**src/rtl/ram_arb_pkg.sv**
```systemverilog
// Shared types and helpers for the two-requester RAM arbiter.
// The optional performance counters are enabled with the RAM_ARB_PERF_EN macro.
package ram_arb_pkg;

  typedef enum logic {REQ_A, REQ_B} req_id_t;
  typedef enum logic {OP_READ, OP_WRITE} op_t;

  localparam int PERF_CNT_WIDTH = 16;

  // Counters stick at all-ones rather than wrapping.
  function automatic logic [PERF_CNT_WIDTH-1:0] sat_inc(input logic [PERF_CNT_WIDTH-1:0] v);
    return (&v) ? v : v + 1'b1;
  endfunction

endpackage

```
**src/rtl/ram_arbiter_rr_arb2.sv**
```systemverilog
// Two-requester round-robin grant with its priority pointer.
// The grant is combinational; the pointer moves to the loser after every grant.
module rr_arb2
  import ram_arb_pkg::*;
(
  input  logic       clk,
  input  logic       rst,
  input  logic       a_valid,
  input  logic       b_valid,
  output logic [1:0] grant,
  output req_id_t    grant_id
);

  req_id_t rr_ptr;

  always_comb begin
    grant    = 2'b00;
    grant_id = REQ_A;
    if (!rst) begin
      if (a_valid && b_valid) begin
        grant_id = rr_ptr;
        grant    = (rr_ptr == REQ_A) ? 2'b01 : 2'b10;
      end else if (a_valid) begin
        grant_id = REQ_A;
        grant    = 2'b01;
      end else if (b_valid) begin
        grant_id = REQ_B;
        grant    = 2'b10;
      end
    end
  end

  always_ff @(posedge clk) begin
    if (rst) begin
      rr_ptr <= REQ_A;
    end else if (|grant) begin
      rr_ptr <= (grant_id == REQ_A) ? REQ_B : REQ_A;
    end
  end

endmodule

```
**src/rtl/ram_arbiter.sv**
```systemverilog
// Shares one single-port synchronous RAM between requesters A and B.
// Define RAM_ARB_PERF_EN to add saturating grant/conflict counters.
module ram_arbiter
  import ram_arb_pkg::*;
#(
  parameter int ADDR_WIDTH = 4,
  parameter int DATA_WIDTH = 8
) (
  input  logic                  clk,
  input  logic                  rst,

  input  logic                  a_req_valid,
  output logic                  a_req_ready,
  input  logic                  a_req_write,
  input  logic [ADDR_WIDTH-1:0] a_req_addr,
  input  logic [DATA_WIDTH-1:0] a_req_wdata,
  output logic                  a_rsp_valid,
  output logic [DATA_WIDTH-1:0] a_rsp_rdata,

  input  logic                  b_req_valid,
  output logic                  b_req_ready,
  input  logic                  b_req_write,
  input  logic [ADDR_WIDTH-1:0] b_req_addr,
  input  logic [DATA_WIDTH-1:0] b_req_wdata,
  output logic                  b_rsp_valid,
  output logic [DATA_WIDTH-1:0] b_rsp_rdata,

`ifdef RAM_ARB_PERF_EN
  output logic [PERF_CNT_WIDTH-1:0] perf_a_grants,
  output logic [PERF_CNT_WIDTH-1:0] perf_b_grants,
  output logic [PERF_CNT_WIDTH-1:0] perf_conflicts,
`endif

  output logic [ADDR_WIDTH-1:0] ram_addr,
  output logic [DATA_WIDTH-1:0] ram_data_in,
  output logic                  ram_read_enable,
  output logic                  ram_write_enable,
  input  logic [DATA_WIDTH-1:0] ram_data_out
);

  logic [1:0] grant;
  req_id_t    grant_id;
  op_t        grant_op;
  logic       rsp_pending;
  req_id_t    rsp_id;

  rr_arb2 u_rr_arb2 (
    .clk      (clk),
    .rst      (rst),
    .a_valid  (a_req_valid),
    .b_valid  (b_req_valid),
    .grant    (grant),
    .grant_id (grant_id)
  );

  assign a_req_ready = grant[0];
  assign b_req_ready = grant[1];

  always_comb begin
    ram_addr         = '0;
    ram_data_in      = '0;
    ram_read_enable  = 1'b0;
    ram_write_enable = 1'b0;
    grant_op         = OP_READ;
    if (grant[0]) begin
      ram_addr    = a_req_addr;
      ram_data_in = a_req_wdata;
      grant_op    = a_req_write ? OP_WRITE : OP_READ;
    end else if (grant[1]) begin
      ram_addr    = b_req_addr;
      ram_data_in = b_req_wdata;
      grant_op    = b_req_write ? OP_WRITE : OP_READ;
    end
    if (|grant) begin
      ram_write_enable = (grant_op == OP_WRITE);
      ram_read_enable  = (grant_op == OP_READ);
    end
  end

  // The RAM read takes one cycle, so remember who issued the read.
  always_ff @(posedge clk) begin
    if (rst) begin
      rsp_pending <= 1'b0;
      rsp_id      <= REQ_A;
    end else begin
      rsp_pending <= (|grant) && (grant_op == OP_READ);
      if (|grant) begin
        rsp_id <= grant_id;
      end
    end
  end

  // Gating with rst drops a response whose read was accepted just before reset.
  assign a_rsp_valid = !rst && rsp_pending && (rsp_id == REQ_A);
  assign b_rsp_valid = !rst && rsp_pending && (rsp_id == REQ_B);
  assign a_rsp_rdata = a_rsp_valid ? ram_data_out : '0;
  assign b_rsp_rdata = b_rsp_valid ? ram_data_out : '0;

`ifdef RAM_ARB_PERF_EN
  always_ff @(posedge clk) begin
    if (rst) begin
      perf_a_grants  <= '0;
      perf_b_grants  <= '0;
      perf_conflicts <= '0;
    end else begin
      if (grant[0]) begin
        perf_a_grants <= sat_inc(perf_a_grants);
      end
      if (grant[1]) begin
        perf_b_grants <= sat_inc(perf_b_grants);
      end
      if (a_req_valid && b_req_valid) begin
        perf_conflicts <= sat_inc(perf_conflicts);
      end
    end
  end
`endif

endmodule

```
**config.mk**
```make
export PLATFORM = sky130hd
export DESIGN_NAME = ram_arbiter
export DESIGN_NICKNAME = d
export VERILOG_FILES = /design/src/rtl/ram_arb_pkg.sv /design/src/rtl/ram_arbiter_rr_arb2.sv /design/src/rtl/ram_arbiter.sv
export SDC_FILE = /design/constraint.sdc
export NUM_CORES = 1
export LEC_CHECK = 0
export ABC_AREA = 1
export CAP_MARGIN = 15
export CELL_PAD_IN_SITES_DETAIL_PLACEMENT = 1
export CELL_PAD_IN_SITES_GLOBAL_PLACEMENT = 1
export CORE_MARGIN = 2
export CORE_UTILIZATION = 12
export CTS_CLUSTER_SIZE = 8
export DETAILED_ROUTE_END_ITERATION = 7
export HOLD_SLACK_MARGIN = 0.02
export PLACE_DENSITY = 0.88
export SYNTH_ARGS = -nofsm -noshare
export SYNTH_HDL_FRONTEND = slang
export SYNTH_SLANG_ARGS = --single-unit
```
**constraint.sdc**
```tcl
create_clock -name clk -period 1.1 [get_ports clk]
set_input_delay 0.22 -clock clk [delete_from_list [all_inputs] [get_ports clk]]
set_output_delay 0.22 -clock clk [all_outputs]
set_load 0.02 [all_outputs]
```
==> run_results.csv, run 1 <==
group,metric,value,unit
outcome,status,"finished, violations left",
outcome,violations,"negative setup slack",
logic_synthesis,ys_seq_area_share,12.6,%
layout,fin_nets,232,
timing,slew_viol_final,0,
logic_synthesis,synthTopCellsByArea,"nand2_1 (28%), nor2_1 (15%), dfxtp_1 (13%)",
die,coreArea,0.00374,mm²
die,rows,22,
routing,drc,0,
timing,worst_hold_slack,0.474,ns
logic_synthesis,synth_top_family_by_area,"simple AND/OR/NAND/NOR gates",
logic_synthesis,yosysWarnings,0,
grt,grt_use_total,13.0,%
logic_synthesis,synth-edff-count,0,
timing,tns,-9.13,ns
power_and_ir_drop,cellPowerDensity,601,mW/mm²
grt,grt_pass1_vias,956,
logic_synthesis,synth_seq_cells,3,
logic_synthesis,synth-simple-area-share,66.8,%
min_path,min_path_cells,4,
timing,finalWorstSetupSlack,-0.385,ns
power_and_ir_drop,p_leak,0.881,nW
worst_setup_path,r2r_start,"u_rr_arb2.rr_ptr$_SDFFE_PP0P_",
logic_synthesis,synthAdderAreaFrac,0,%
worst_setup_path,crit_path_start_kind,"flip-flop",
logic_synthesis,synth_xor_xnor_area_share,0,%
layout,syn_to_final_growth,296,%
worst_setup_path,arrival,1.27,ns
layout,design_area,0.00188,mm²
logic_synthesis,synth_compound_area_share,2.11,%
routing,firstDrtPassIters,2,
clock_tree,clock_latency,0.22,ns
timing,finalHoldViolCount,0,
min_path,worstHoldEndpoint,"rsp_id$_SDFFE_PP0P_",
die,initial_core_util,12.7,%
timing,setup_violations,34,
logic_synthesis,yosysTopAreaCell,"nand2_1",
clock_tree,clk_path_buf_depth,2,
logic_synthesis,synth.distinct_cells,16,
routing,postRouteAntennaNets,0,
worst_setup_path,worstSetupPathType,"reg2out",
timing,grt_setup_unrepaired,"true",
clock_tree,htreeDepth,1,
grt,grt_pass1_wl,4400,µm
logic_synthesis,async_flop_share,0,%
place,post-dp-hpwl,1940,µm
place,io_buffers,71,
worst_setup_path,reg2reg_slack,0.17,ns
worst_setup_path,worstSetupEndpointType,"output port",
clock_tree,clkTransAtPathRegs,0.03,ns
min_path,hp-class,"in2reg",
worst_setup_path,r2r_cells,5,
logic_synthesis,syn-num-nets,129,
timing,post-route-min-period,1.49,ns
layout,antennaDiodeCount,0,
clock_tree,cts_num_sinks,3,
logic_synthesis,ys.flop_type,"dfxtp_1",
logic_synthesis,post-synth-top-count-cell,"nand2_1",
die,die_h,66.9,µm
place,gp_congestion,0.788,
timing,fmax,0.673,GHz
logic_synthesis,synth_commonest_cells,"nand2_1 (35), nor2_1 (19), inv_1 (13)",
clock_tree,cts-root-buf,"clkbuf_8",
worst_setup_path,worst_r2r_endpoint,"u_rr_arb2.rr_ptr$_SDFFE_PP0P_",
routing,vias,955,
grt,grt_max_degree,10,
routing,via_per_inst,3.96,
routing,drt_first_iter_violations,3,
logic_synthesis,syn-cell-area,475,µm²
grt,antenna_found_initial,0,
layout,drive_gt1_share,71.5,%
power_and_ir_drop,ir_drop,0.536,mV
timing,skew,0.00444,ns
worst_setup_path,required,0.88,ns
logic_synthesis,synth.mux.area_fraction,0,%
grt,gr-total-overflow,0,
logic_synthesis,netlist_instances,91,
timing,post-route-period-util,135,%
logic_synthesis,syn_area_per_cell,5.22,µm²
die,io_pins,72,
place,placed_cell_area,0.00127,mm²
clock_tree,cts_hold_buffers,0,
clock_tree,cts_tree,"yes",
logic_synthesis,synth_top_cell_area_share,27.6,%
routing,avgRoutedWirePerCell,13.8,µm
place,preCtsSetupSlack,-1.07,ns
clock_tree,cts_buffers,3,
routing,drt-total-wl,3340,µm
min_path,holdCritStartpoint,"b_req_valid",
die,die_area,0.00448,mm²
worst_setup_path,crit_path_max_fanout,6,
timing,slew_headroom,87.7,%
timing,worst_pin_slew,0.184,ns
die,die_x,66.9,µm
flow_run,cap_viol_max_count,0,
-- worst max-delay path: stages, from the launching register on --
cell and delay (ns):
dfxtp_2 0.32, inv_2 0.07, nand2_4 0.06, nand2_4 0.09, clkinvlp_4 0.19, nand2_1 0.12, nand2_2 0.05, buf_6 0.12
-- per-layer routing --
| metal | track usage, % | vias to the layer above | routed length, µm |
|---|---|---|---|
| met5 | 0 | - | 0 |
| met3 | 2.20 | 6 | 174 |
| met2 | 24.8 | 35 | 1970 |
| met4 | 3.83 | 0 | 50 |
| li1 | - | 472 | - |
| met1 | 14.7 | 442 | 1150 |
-- cell usage in the layout, fill, tap and decap left out, types with 2 or more instances in the layout --
master and instances:
nand3_4 2, inv_1 4, nand2_4 8, clkdlybuf4s50_1 32, buf_12 4, inv_4 2, inv_2 7, dfxtp_4 2
nor2_1 2, nor2_4 19, buf_4 12, nand2_1 11, clkbuf_8 3, buf_6 44, dlygate4sd2_1 2, clkdlybuf4s15_2 2
nand2_2 27
-- state kept, by name, summed over array words and instances, names as in the netlist --
name,count
rsp_id,1
rsp_pending,1
u_rr_arb2.rr_ptr,1
-- cells by family after synthesis --
kind of cell | count (synthesis)
AO/OA/AOI/OAI | 2
flip-flops | 3
AND/OR/NAND/NOR | 69
buffers and inverters | 17
-- worst max path at each step --
| stage | startpoint | end | slack [ns] | cells past startpoint |
|---|---|---|---|---|
| after floorplan | u_rr_arb2.rr_ptr$_SDFFE_PP0P_ | ram_addr[1] | -0.001 | 6 |
| after global placement | rst | ram_addr[0] | -1.03 | 7 |
| after detailed placement | rst | ram_data_in[4] | -1.07 | 7 |
| after CTS | u_rr_arb2.rr_ptr$_SDFFE_PP0P_ | ram_addr[3] | -0.40 | 7 |
| after global routing | u_rr_arb2.rr_ptr$_SDFFE_PP0P_ | ram_data_in[7] | -0.45 | 7 |
| final | u_rr_arb2.rr_ptr$_SDFFE_PP0P_ | ram_data_in[7] | -0.39 | 7 |
-- cell type report --
type / instances / area [µm²]
multi-input combinational: 73 / 593
timing repair buffer: 97 / 1030
timing repair inverter: 1 / 7.51
clock buffer: 4 / 45.0
sequential: 3 / 68.8
inverter: 15 / 78.8
tap: 48 / 60.1
fill: 456 / 1860
-- through the flow --
stage | total power (W) | instances | utilization (%)
after detailed placement | 0.000582 | 211 | 33.9
after floorplan | 0.000322 | 91 | -
after CTS | 0.00103 | 232 | 43.0
final | 0.00113 | 241 | 50.3
after global routing | 0.00118 | 241 | 50.3
after global placement | 0.000577 | 211 | 33.9
-- repair_timing --
action                                  4_1_cts  5_1_grt
endpoints found under the setup margin       35       34
gates cloned                                  2        1
pin swaps                                    20       22
gates resized for setup                     254       56
buffers inserted                             15        9
-- where the power goes --
part	internal (W)	switching [W]	leakage, nW	total (W)
clock network	0.000248	0.0000866	0.0228	0.000335
logic	0.000356	0.000313	0.832	0.000669
registers	0.000118	0.0000103	0.0264	0.000128
total	0.000722	0.000410	0.881	0.00113
No activity file was read; power rests on OpenSTA's default activity.
==> run 2: changes to the inputs <==
--- a/config.mk
+++ b/config.mk
@@ -6,6 +6,7 @@
 export NUM_CORES = 1
 export LEC_CHECK = 0
 export ABC_AREA = 1
+export ABC_CLOCK_PERIOD_IN_PS = 1100
 export CAP_MARGIN = 15
 export CELL_PAD_IN_SITES_DETAIL_PLACEMENT = 1
 export CELL_PAD_IN_SITES_GLOBAL_PLACEMENT = 1
==> results of run 2 <==
The final DEF is identical to that of run 1; final timing and power are the same.
==> run 3: changes to the inputs <==
--- a/config.mk
+++ b/config.mk
@@ -19,3 +19,4 @@
 export SYNTH_ARGS = -nofsm -noshare
 export SYNTH_HDL_FRONTEND = slang
 export SYNTH_SLANG_ARGS = --single-unit
+export TNS_END_PERCENT = 20
==> run 3 against run 2 <==
Compared with the run above: setup slack better by 0.0022 ns; sequential share of layout area up 0.76 points; the run still ends with negative setup slack left; non-clock buffer count down 13; largest power group unchanged; largest cell class unchanged; worst hold slack worse by 0.038 ns.
==> run_results.csv, run 3 (synthesis results as in run 1) <==
group,metric,value,unit
layout,fin_nets,218,
timing,tns,-7.81,ns
place,gp_congestion,0.788,
worst_setup_path,required,0.88,ns
layout,seqCellArea,63.8,µm²
timing,post-route-period-util,135,%
place,preCtsSetupSlack,-1.07,ns
die,die_area,0.00448,mm²
timing,worst_pin_slew,0.196,ns
layout,design_area,0.00145,mm²
die,io_pins,72,
routing,drc,0,
grt,grt_pass1_vias,890,
die,rows,22,
layout,antennaDiodeCount,0,
grt,antenna_found_initial,0,
clock_tree,cts_hold_buffers,0,
timing,setup_violations,34,
die,die_h,66.9,µm
clock_tree,clkTransAtPathRegs,0.03,ns
routing,vias,887,
clock_tree,cts-root-buf,"clkbuf_8",
routing,met3_length,182,µm
worst_setup_path,worstSetupPathType,"reg2out",
power_and_ir_drop,p_leak,0.756,nW
timing,slew_headroom,86.9,%
grt,grt_pass1_wl,4040,µm
worst_setup_path,crit_path_start_kind,"flip-flop",
timing,post-route-min-period,1.48,ns
clock_tree,cts_tree,"yes",
power_and_ir_drop,cellPowerDensity,684,mW/mm²
routing,via_per_inst,3.91,
routing,wl_met2,1450,µm
die,initial_core_util,12.7,%
clock_tree,clk_path_buf_depth,2,
flow_run,cap_viol_max_count,0,
grt,grt_max_degree,10,
layout,final_cell_mix,"clkdlybuf4s50_1 (34), buf_4 (29), nand2_2 (28)",
timing,slew_viol_final,0,
routing,drt_first_iter_violations,13,
clock_tree,htreeDepth,1,
routing,top_layer,"met4",
grt,gr-total-overflow,0,
layout,multi_input_area,437,µm²
layout,reg_top3,"rsp_id: 1 flops, rsp_pending: 1 flops, u_rr_arb2.rr_ptr: 1 flops",
outcome,violations,"negative setup slack",
routing,firstDrtPassIters,3,
place,placed_cell_area,0.00127,mm²
clock_tree,clock_latency,0.22,ns
layout,final_common_cell,"clkdlybuf4s50_1",
min_path,hp-class,"in2reg",
clock_tree,cts_num_sinks,3,
worst_setup_path,worstSetupEndpointType,"output port",
timing,finalHoldViolCount,0,
grt,grt_use_total,11.9,%
routing,postRouteAntennaNets,0,
layout,syn_to_final_growth,204,%
place,io_buffers,71,
timing,grt_setup_unrepaired,"true",
routing,avgRoutedWirePerCell,11.7,µm
routing,drt-total-wl,2650,µm
layout,drive_gt1_share,54.2,%
clock_tree,cts_buffers,3,
die,die_x,66.9,µm
timing,worst_hold_slack,0.436,ns
outcome,status,"finished, violations left",
worst_setup_path,crit_path_max_fanout,7,
place,post-dp-hpwl,1940,µm
die,coreArea,0.00374,mm²
timing,fmax,0.674,GHz
worst_setup_path,arrival,1.26,ns
power_and_ir_drop,ir_drop,0.508,mV
timing,skew,0.00458,ns
timing,finalWorstSetupSlack,-0.383,ns
routing,met1Wirelength,956,µm
layout,fill_cells,479,
run 3: worst paths after layout:
check                                  endpoint                           from  depth (start not counted)  slack, ns
setup / recovery                    ram_addr[0]  u_rr_arb2.rr_ptr$_SDFFE_PP0P_                          7      -0.38
hold / removal              rsp_id$_SDFFE_PP0P_                            rst                          4       0.44
setup reg to reg  u_rr_arb2.rr_ptr$_SDFFE_PP0P_  u_rr_arb2.rr_ptr$_SDFFE_PP0P_                          5       0.17
hold reg to reg   u_rr_arb2.rr_ptr$_SDFFE_PP0P_  u_rr_arb2.rr_ptr$_SDFFE_PP0P_                          2       0.49
run 3: timing repair:
item / CTS / global route
gates cloned: 2 / 0
hold endpoints to repair: 0 / 0
pin swaps: 14 / 15
endpoints found under the setup margin: 35 / 34
buffers inserted: 7 / 3
gates resized for setup: 192 / 21
run 3: layout make-up:
cell class              count  area share (%)
repair inverters            1           0.519
flip-flops and latches      3            4.42
repair buffers             84            53.5
multi-input cells          72            30.2
clock buffers               4            3.12
inverters                  15            4.07
well taps                  48            4.16
run 3: where the power goes:
group,internal (W),switching (W),total (W)
Combinational,0.000284,0.000244,0.000529
Sequential,0.000120,0.0000108,0.000131
Clock,0.000248,0.0000815,0.000329
run 3: per-layer routing:
metal  GRT usage (%)  up-vias
li1                -      444
met1            13.8      402
met2            21.3       35
met3            2.20        6
met4            4.85        0
met5               0        -
run 3: worst max-delay path, stage by stage, from the launching register on:
cell,delay [ns]
dfxtp_2,0.32
nand2_2,0.09
nand2_4,0.09
buf_12,0.14
nor2_8,0.15
nand2_1,0.07
nand2_1,0.07
buf_6,0.11
run 3: per-stage QoR:
step / utilization [%] / std cells / total power (W)
5_1_grt: 38.6 / 227 / 0.00105
4_1_cts: 36.5 / 224 / 0.000966
2_1_floorplan: - / 91 / 0.000322
6_report: 38.6 / 227 / 0.000989
3_5_place_dp: 33.9 / 211 / 0.000582
3_3_place_gp: 33.9 / 211 / 0.000577
